`src/rtl/kgp_alu_pkg.sv`:
```
// Shared definitions for the kgp_seq_alu multi-cycle ALU: op codes, FSM states, flag positions.
package kgp_alu_pkg;

  localparam logic [4:0] OP_ADD = 5'b10000;
  localparam logic [4:0] OP_SUB = 5'b10001;
  localparam logic [4:0] OP_AND = 5'b10010;
  localparam logic [4:0] OP_OR  = 5'b10011;
  localparam logic [4:0] OP_XOR = 5'b10100;
  localparam logic [4:0] OP_NOT = 5'b10101;
  localparam logic [4:0] OP_SLL = 5'b11000;
  localparam logic [4:0] OP_SRL = 5'b11001;
  localparam logic [4:0] OP_SRA = 5'b11010;
  localparam logic [4:0] OP_MUL = 5'b11100;

  localparam int unsigned FLAG_CARRY = 0;
  localparam int unsigned FLAG_ZERO  = 1;
  localparam int unsigned FLAG_SIGN  = 2;

  typedef enum logic [1:0] {
    S_IDLE = 2'd0,
    S_EXEC = 2'd1,
    S_DONE = 2'd2
  } state_t;

  function automatic logic op_is_shift(input logic [4:0] op);
    return (op == OP_SLL) || (op == OP_SRL) || (op == OP_SRA);
  endfunction

endpackage

```
`src/rtl/kgp_alu_shift_step.sv`:
```
// One-bit shift of a value for SLL/SRL/SRA; carry_c is the bit shifted out.
module kgp_alu_shift_step
  import kgp_alu_pkg::*;
#(
  parameter int unsigned WIDTH = 32
) (
  input  logic [WIDTH-1:0] value,
  input  logic [4:0]       op,
  output logic [WIDTH-1:0] value_c,
  output logic             carry_c
);

  always_comb begin
    value_c = value;
    carry_c = 1'b0;
    case (op)
      OP_SLL: begin
        value_c = {value[WIDTH-2:0], 1'b0};
        carry_c = value[WIDTH-1];
      end
      OP_SRL: begin
        value_c = {1'b0, value[WIDTH-1:1]};
        carry_c = value[0];
      end
      OP_SRA: begin
        value_c = {value[WIDTH-1], value[WIDTH-1:1]};
        carry_c = value[0];
      end
      default: ;
    endcase
  end

endmodule

```
`src/rtl/kgp_seq_alu.sv`:
```
// Multi-cycle ALU with valid/ready on both sides; iterative shifts, optional shift-add multiply.
// Build option: define KGP_ALU_MUL_EN to include the MUL op and its datapath.
module kgp_seq_alu
  import kgp_alu_pkg::*;
#(
  parameter int unsigned WIDTH = 32,
  parameter int unsigned SHW   = $clog2(WIDTH)
) (
  input  logic             clk,
  input  logic             rst,
  input  logic             in_valid,
  output logic             in_ready,
  input  logic [WIDTH-1:0] a,
  input  logic [WIDTH-1:0] b,
  input  logic [4:0]       op,
  output logic             out_valid,
  input  logic             out_ready,
  output logic [WIDTH-1:0] result,
  output logic [2:0]       flags,
  output logic             err
);

  // Counter must hold WIDTH for the multiply iteration count.
  localparam int unsigned CW = SHW + 1;

  state_t           state, state_nxt;
  logic [WIDTH-1:0] a_q, b_q, val_q;
  logic [4:0]       op_q;
  logic             carry_q;
  logic [CW-1:0]    cnt;

  logic             accept_c;
  logic [WIDTH-1:0] step_value_c;
  logic             step_carry_c;
  logic [WIDTH:0]   sum_c;
  logic [WIDTH-1:0] res_c;
  logic             carry_c, err_c;
  logic [2:0]       flags_c;

  assign accept_c = in_valid & in_ready;

`ifdef KGP_ALU_MUL_EN
  // Shift-add: upper product half in hi_q, multiplier/lower half shifts through val_q.
  logic [WIDTH-1:0] hi_q;
  logic [WIDTH:0]   madd_c;
  assign madd_c = val_q[0] ? ({1'b0, hi_q} + {1'b0, a_q}) : {1'b0, hi_q};
`endif

  kgp_alu_shift_step #(.WIDTH(WIDTH)) u_step (
    .value   (val_q),
    .op      (op_q),
    .value_c (step_value_c),
    .carry_c (step_carry_c)
  );

  assign sum_c = (op_q == OP_SUB) ? ({1'b0, a_q} + {1'b0, ~b_q} + (WIDTH+1)'(1))
                                  : ({1'b0, a_q} + {1'b0, b_q});

  // Final result selection, evaluated in the last EXEC cycle.
  always_comb begin
    res_c   = '0;
    carry_c = 1'b0;
    err_c   = 1'b0;
    case (op_q)
      OP_ADD, OP_SUB: begin
        res_c   = sum_c[WIDTH-1:0];
        carry_c = sum_c[WIDTH];
      end
      OP_AND: res_c = a_q & b_q;
      OP_OR:  res_c = a_q | b_q;
      OP_XOR: res_c = a_q ^ b_q;
      OP_NOT: res_c = ~a_q;
      OP_SLL, OP_SRL, OP_SRA: begin
        res_c   = val_q;
        carry_c = carry_q;
      end
`ifdef KGP_ALU_MUL_EN
      OP_MUL: begin
        res_c   = val_q;
        carry_c = |hi_q;
      end
`endif
      default: err_c = 1'b1;
    endcase
    flags_c             = '0;
    flags_c[FLAG_CARRY] = carry_c;
    flags_c[FLAG_ZERO]  = (res_c == '0);
    flags_c[FLAG_SIGN]  = res_c[WIDTH-1];
  end

  always_comb begin
    state_nxt = state;
    case (state)
      S_IDLE:  if (accept_c) state_nxt = S_EXEC;
      S_EXEC:  if (cnt == '0) state_nxt = S_DONE;
      S_DONE:  if (out_ready) state_nxt = S_IDLE;
      default: state_nxt = S_IDLE;
    endcase
  end

  always_ff @(posedge clk) begin
    if (rst) begin
      state     <= S_IDLE;
      in_ready  <= 1'b1;
      out_valid <= 1'b0;
    end else begin
      state     <= state_nxt;
      in_ready  <= (state_nxt == S_IDLE);
      out_valid <= (state_nxt == S_DONE);
    end
  end

  always_ff @(posedge clk) begin
    if (rst) begin
      a_q     <= '0;
      b_q     <= '0;
      op_q    <= '0;
      val_q   <= '0;
      carry_q <= 1'b0;
      cnt     <= '0;
      result  <= '0;
      flags   <= '0;
      err     <= 1'b0;
`ifdef KGP_ALU_MUL_EN
      hi_q    <= '0;
`endif
    end else if (accept_c) begin
      a_q     <= a;
      b_q     <= b;
      op_q    <= op;
      val_q   <= a;
      carry_q <= 1'b0;
      cnt     <= op_is_shift(op) ? CW'(b[SHW-1:0]) : '0;
`ifdef KGP_ALU_MUL_EN
      hi_q    <= '0;
      if (op == OP_MUL) begin
        cnt   <= CW'(WIDTH);
        val_q <= b;
      end
`endif
    end else if (state == S_EXEC) begin
      if (cnt != '0) begin
        cnt <= cnt - CW'(1);
`ifdef KGP_ALU_MUL_EN
        if (op_q == OP_MUL) begin
          hi_q  <= madd_c[WIDTH:1];
          val_q <= {madd_c[0], val_q[WIDTH-1:1]};
        end else begin
          val_q   <= step_value_c;
          carry_q <= step_carry_c;
        end
`else
        val_q   <= step_value_c;
        carry_q <= step_carry_c;
`endif
      end else begin
        result <= res_c;
        flags  <= flags_c;
        err    <= err_c;
      end
    end
  end

endmodule

```
`config.mk`:
```
export PLATFORM = sky130hd
export DESIGN_NAME = kgp_seq_alu
export DESIGN_NICKNAME = d
export VERILOG_FILES = /design/src/rtl/kgp_alu_pkg.sv /design/src/rtl/kgp_alu_shift_step.sv /design/src/rtl/kgp_seq_alu.sv
export SDC_FILE = /design/constraint.sdc
export NUM_CORES = 1
export LEC_CHECK = 0
export CAP_MARGIN = 10
export CORE_MARGIN = 2
export CORE_UTILIZATION = 35
export CTS_BUF_LIST = sky130_fd_sc_hd__clkbuf_8 sky130_fd_sc_hd__clkbuf_16
export DETAILED_ROUTE_END_ITERATION = 8
export GPL_ROUTABILITY_DRIVEN = 0
export REMOVE_ABC_BUFFERS = 1
export SLEW_MARGIN = 0
export SYNTH_ARGS = -nofsm -noshare
export SYNTH_HDL_FRONTEND = slang
export SYNTH_HIERARCHICAL = 1
export SYNTH_SLANG_ARGS = --single-unit
```
`constraint.sdc`:
```
create_clock -name clk -period 8.5 [get_ports clk]
set_input_delay 2.125 -clock clk [delete_from_list [all_inputs] [get_ports clk]]
set_output_delay 2.125 -clock clk [all_outputs]
set_load 0.02 [all_outputs]
```
=== Word level (Yosys, flattened, before mapping) ===
Cells that the tools add are included.

* Register bits after elaboration: 148
* Input bits: 73
* Output and inout port bits: 38
* Word-level logic and storage cells: 79

* Add/sub/neg operators: 4
* Eq/ne operators: 16
* Mux-type cells: 17
* Bitwise logic cells: 8
* Reduce and logical (&&, ||, !) cells: 21

{| class="wikitable"
|+ Operator list
! cell !! number
|-
| 32-bit one-hot mux with 6 select lines || 1
|-
| 32-bit two-way mux || 3
|-
| 32-bit one-hot mux with 3 select lines || 1
|-
| 32-bit by 32-bit adder with 33-bit output || 2
|-
| 32-bit NOT || 2
|-
| 5-bit == test, second input constant || 12
|-
| 33-bit by 1-bit adder with 33-bit output, second input constant || 1
|-
| 33-bit two-way mux || 1
|-
| 32-bit AND || 1
|-
| 32-bit zero test || 1
|-
| 32-bit OR || 1
|-
| 32-bit bitwise XOR || 1
|-
| 6-bit two-way mux || 3
|-
| 9-bit OR reduction || 1
|-
| 6-bit zero test || 1
|-
| 2-bit two-way mux || 3
|-
| 2-bit one-hot mux with 3 select lines || 1
|-
| 3-bit AND reduction || 2
|-
| 6-bit nonzero test || 1
|-
| 2-bit OR reduction || 3
|-
| 6-bit by 1-bit subtractor with 6-bit output, second input constant || 1
|-
| 5-bit two-way mux || 1
|-
| 2-bit == test, second input constant || 2
|-
| 2-bit zero test || 2
|-
| other kinds (13) || 18
|}

=== Logic depth before layout (Yosys ltp) ===
* Depth after elaboration: 6
* Mapped depth: 16

=== Cells and area by module ===
Netlist, hierarchy kept.

{| class="wikitable"
|+ Modules (own cells, without submodules)
! module !! instances !! cells each !! area each (sq um) !! seq. area each (sq um)
|-
| kgp_seq_alu || 1 || 1550 || 10933.0 || 2942.8
|-
| kgp_alu_shift_step || 1 || 160 || 1403.8 || 0.0
|}

=== Least setup slack after synthesis ===
No wires, ideal clock.

* Kind: input to register
* Start: input port in_valid
* End: register flags[1]
* Library setup time: 0.059 ns
* Arrival: 3.581 ns
* Required time: 8.441 ns
* Path slack: 4.860 ns
* Cell stages on the path: 11
* Buffers on the path: 0
* Cell sequence: nand2_1 > nand3_1 > a21oi_1 > o2111ai_1 > a21oi_1 > nand3_1 > nor4_2 > nand3_1 > nor4_1 > nor3b_2 > a31o_1

* Cells in the longest elaborated chain, start to end: 3

{| class="wikitable"
|+ Ends and longest elaborated chain
! item !! RTL line !! text
|-
| start: declaration || kgp_seq_alu.sv:11 || <nowiki>input logic in_valid,</nowiki>
|-
| 1-bit AND || kgp_seq_alu.sv:40 || <nowiki>assign accept_c = in_valid & in_ready;</nowiki>
|-
| 1-bit NOT (no line) || n/a ||
|-
| 3-bit AND reduction (no line) || n/a ||
|-
| end signal: assignment || kgp_seq_alu.sv:158 || <nowiki>flags <= flags_c;</nowiki>
|-
| end: declaration || kgp_seq_alu.sv:19 || <nowiki>output logic [2:0] flags,</nowiki>
|}

No other way between the ends.
A chain may end at the register's enable or synchronous reset.

=== Worst setup path in the final report ===
Ends and elaborated chain as after synthesis.

==> metrics.yaml <==
maxSlewHeadroom: 0.325
insertion_delay_ns: 0.45
design_area_um2: 14200
layout_commonest_cell: "nand2_1"
slowest_stage: "nand3_1"
max_freq_mhz: 186
cp_max_fo: 60
coreArea_um2: 34600
status: "finished, final reports clean"
ios: 111
worstSetupStartpointType: "input pin"
numClockSinks: 147
stdcell_count: 2201
die_area_um2: 36800
cts_setup_buffers: 0
synthArstFlopShare: 0
tns_ns: 0
post-route-worst-setup-slack_ns: 3.12
initial_core_util: 0.356
cts_buffers: 17
post_drt_wl_per_cell_um: 19.2
critPathMaxStageDelay_ns: 0.71
placed_area_um2: 13600
endpoint_kind: "flop"
io_buffers: 110
die_w_um: 192
drt-total-wl_mm: 42.3
criticalPathCategory: "in2reg"
p_leak_nw: 5.47
synth-seq-area-share: 0.239
final_hold_viol_count: 0
syn_area_per_cell_um2: 7.21
critPathMostFrequentCell: "nand3_1"
rows: 68
route.vias.total: 12700
area_growth_syn_to_layout_pct: 15.1
fin_crit_sh: 0.633
grt_setup_unrepaired: "no"
drc: 0
synth_enable_flop_cells: 0
min_path_type: "reg2reg"
drive_gt1_frac: 0.0739
die_h_um: 192
htreeDepth: 4
cap_violations: 0
synth-seq-cells: 147
ant_nets: 0
path_clk_slew_ns: 0.06
post_cts_resized: 0
fin_nets: 1908
fin_util: 0.410
synth_area_um2: 12300
cts_buffer_depth: 2
cts_root_buf: "clkbuf_16"
worstPathArrival_ns: 5.76
hpwl_mm: 29.0
skew_ns: 0.0199
grt_max_degree: 82
min_period_ns: 5.38
cellPowerDensity_nw_per_um2: 208
ctsHoldBuffers: 0
setup_viol: 0
syn_inst: 1710
power_mw: 2.95
path_cells: "clkdlybuf4s50_1, nand2_4, nand3_1, a21oi_1, o2111ai_1, a21oi_1, nand3_1, nor4_2, nand3_1, nor4_1, nor3b_2, a31o_1"
slew_viol_final: 0
grt.total_usage: 0.227
worst_path_dominant_cell_family: "simple AND/OR/NAND/NOR gates"
yosys_warnings: 6
avgViaCountPerCell: 5.77
grt_antenna_before_repair: 0
dp_cells: 2168
crit_buf_inv: 1
overflow: 0
max_slew.worst_pin.slew_ns: 1.01
grt_pass1_vias: 12000
ys_types: 86
n_fill_cell: 3562
grt_pass1_wl_mm: 66.0
required_ns: 8.88
preCtsSetupSlack_ns: 2.69
cts_tree: "yes"
final_cell_mix: "340 x nand2_1, 200 x a21oi_1, 145 x dfxtp_1"
hold_slack_ns: 0.480
dr.pass1.iters: 7
first_iter_violations: 1045
synth-main-ff-cell: "dfxtp_1"
vdd_ir_drop_max_mv: 0.158
antenna_cells: 0
state kept, by name, indices dropped and copies added (netlist names):
signal / flops
b_q: 32
err: 1
op_q: 5
cnt: 6
flags: 2
val_q: 32
carry_q: 1
out_valid: 1
in_ready: 1
a_q: 32
state: 2
result: 32
worst paths after layout:
kind	from	endpoint	slack, ns	depth (start not counted)
min	b_q[7]	b_q[7]	0.48	2
max	in_valid	flags[1]	3.12	12
max reg2reg	op_q[0]	flags[1]	3.94	12
min reg2reg	b_q[7]	b_q[7]	0.48	2
synthesized netlist by cell type (19+ instances only):
library cell | count | area share
a211oi_1 | 46 | 0.028
a21o_1 | 19 | 0.012
a21oi_1 | 200 | 0.081
a21oi_2 | 21 | 0.015
buf_2 | 21 | 0.0085
clkbuf_1 | 83 | 0.025
dfxtp_1 | 147 | 0.24
ha_1 | 100 | 0.10
inv_1 | 98 | 0.030
mux2_1 | 31 | 0.028
nand2_1 | 341 | 0.10
nand3_1 | 22 | 0.0089
nor2_1 | 125 | 0.038
nor2b_1 | 21 | 0.011
nor3_1 | 34 | 0.014
o211ai_1 | 25 | 0.015
o21ai_0 | 40 | 0.016
o22ai_1 | 43 | 0.022
o22ai_2 | 28 | 0.028
xnor2_1 | 22 | 0.016
routing by layer:
metal,part of all wire,track usage,vias up
met3,0.074,0.0356,72
met4,0.026,0.0722,0
met2,0.45,0.367,519
met5,0,0,-
li1,-,-,6097
met1,0.45,0.309,6014
area by class of cell:
class / instances / area (um^2) / share of cell area
Multi-Input combinational cell: 1334 / 8450 / 0.595
Sequential cell: 147 / 2950 / 0.207
Timing Repair Buffer: 132 / 1270 / 0.0895
Tap cell: 455 / 569 / 0.0401
Clock buffer: 18 / 439 / 0.0309
Inverter: 101 / 379 / 0.0267
Clock inverter: 14 / 153 / 0.0107
power by group:
part	switching, mW	internal, mW
clock	0.339	0.443
combinational	0.765	0.468
sequential	0.141	0.793
worst min-delay path, stage by stage (launching register included):
cell and delay [ns]:
dfxtp_1 0.32, nand2_1 0.06, a21oi_1 0.05
cell families (layout without fill, tap and decap cells):
logic type	after synthesis	in the layout	synth area share
and+or+nand+nor	621	621	0.223
AOI/OAI and AO/OA	551	551	0.304
buffers and inverters	229	265	0.0806
DFF	147	147	0.239
adders and majority gates	102	102	0.105
muxes	36	36	0.0324
xor gates and xnor gates	24	24	0.0170
Power figures use the tool's default switching activity.
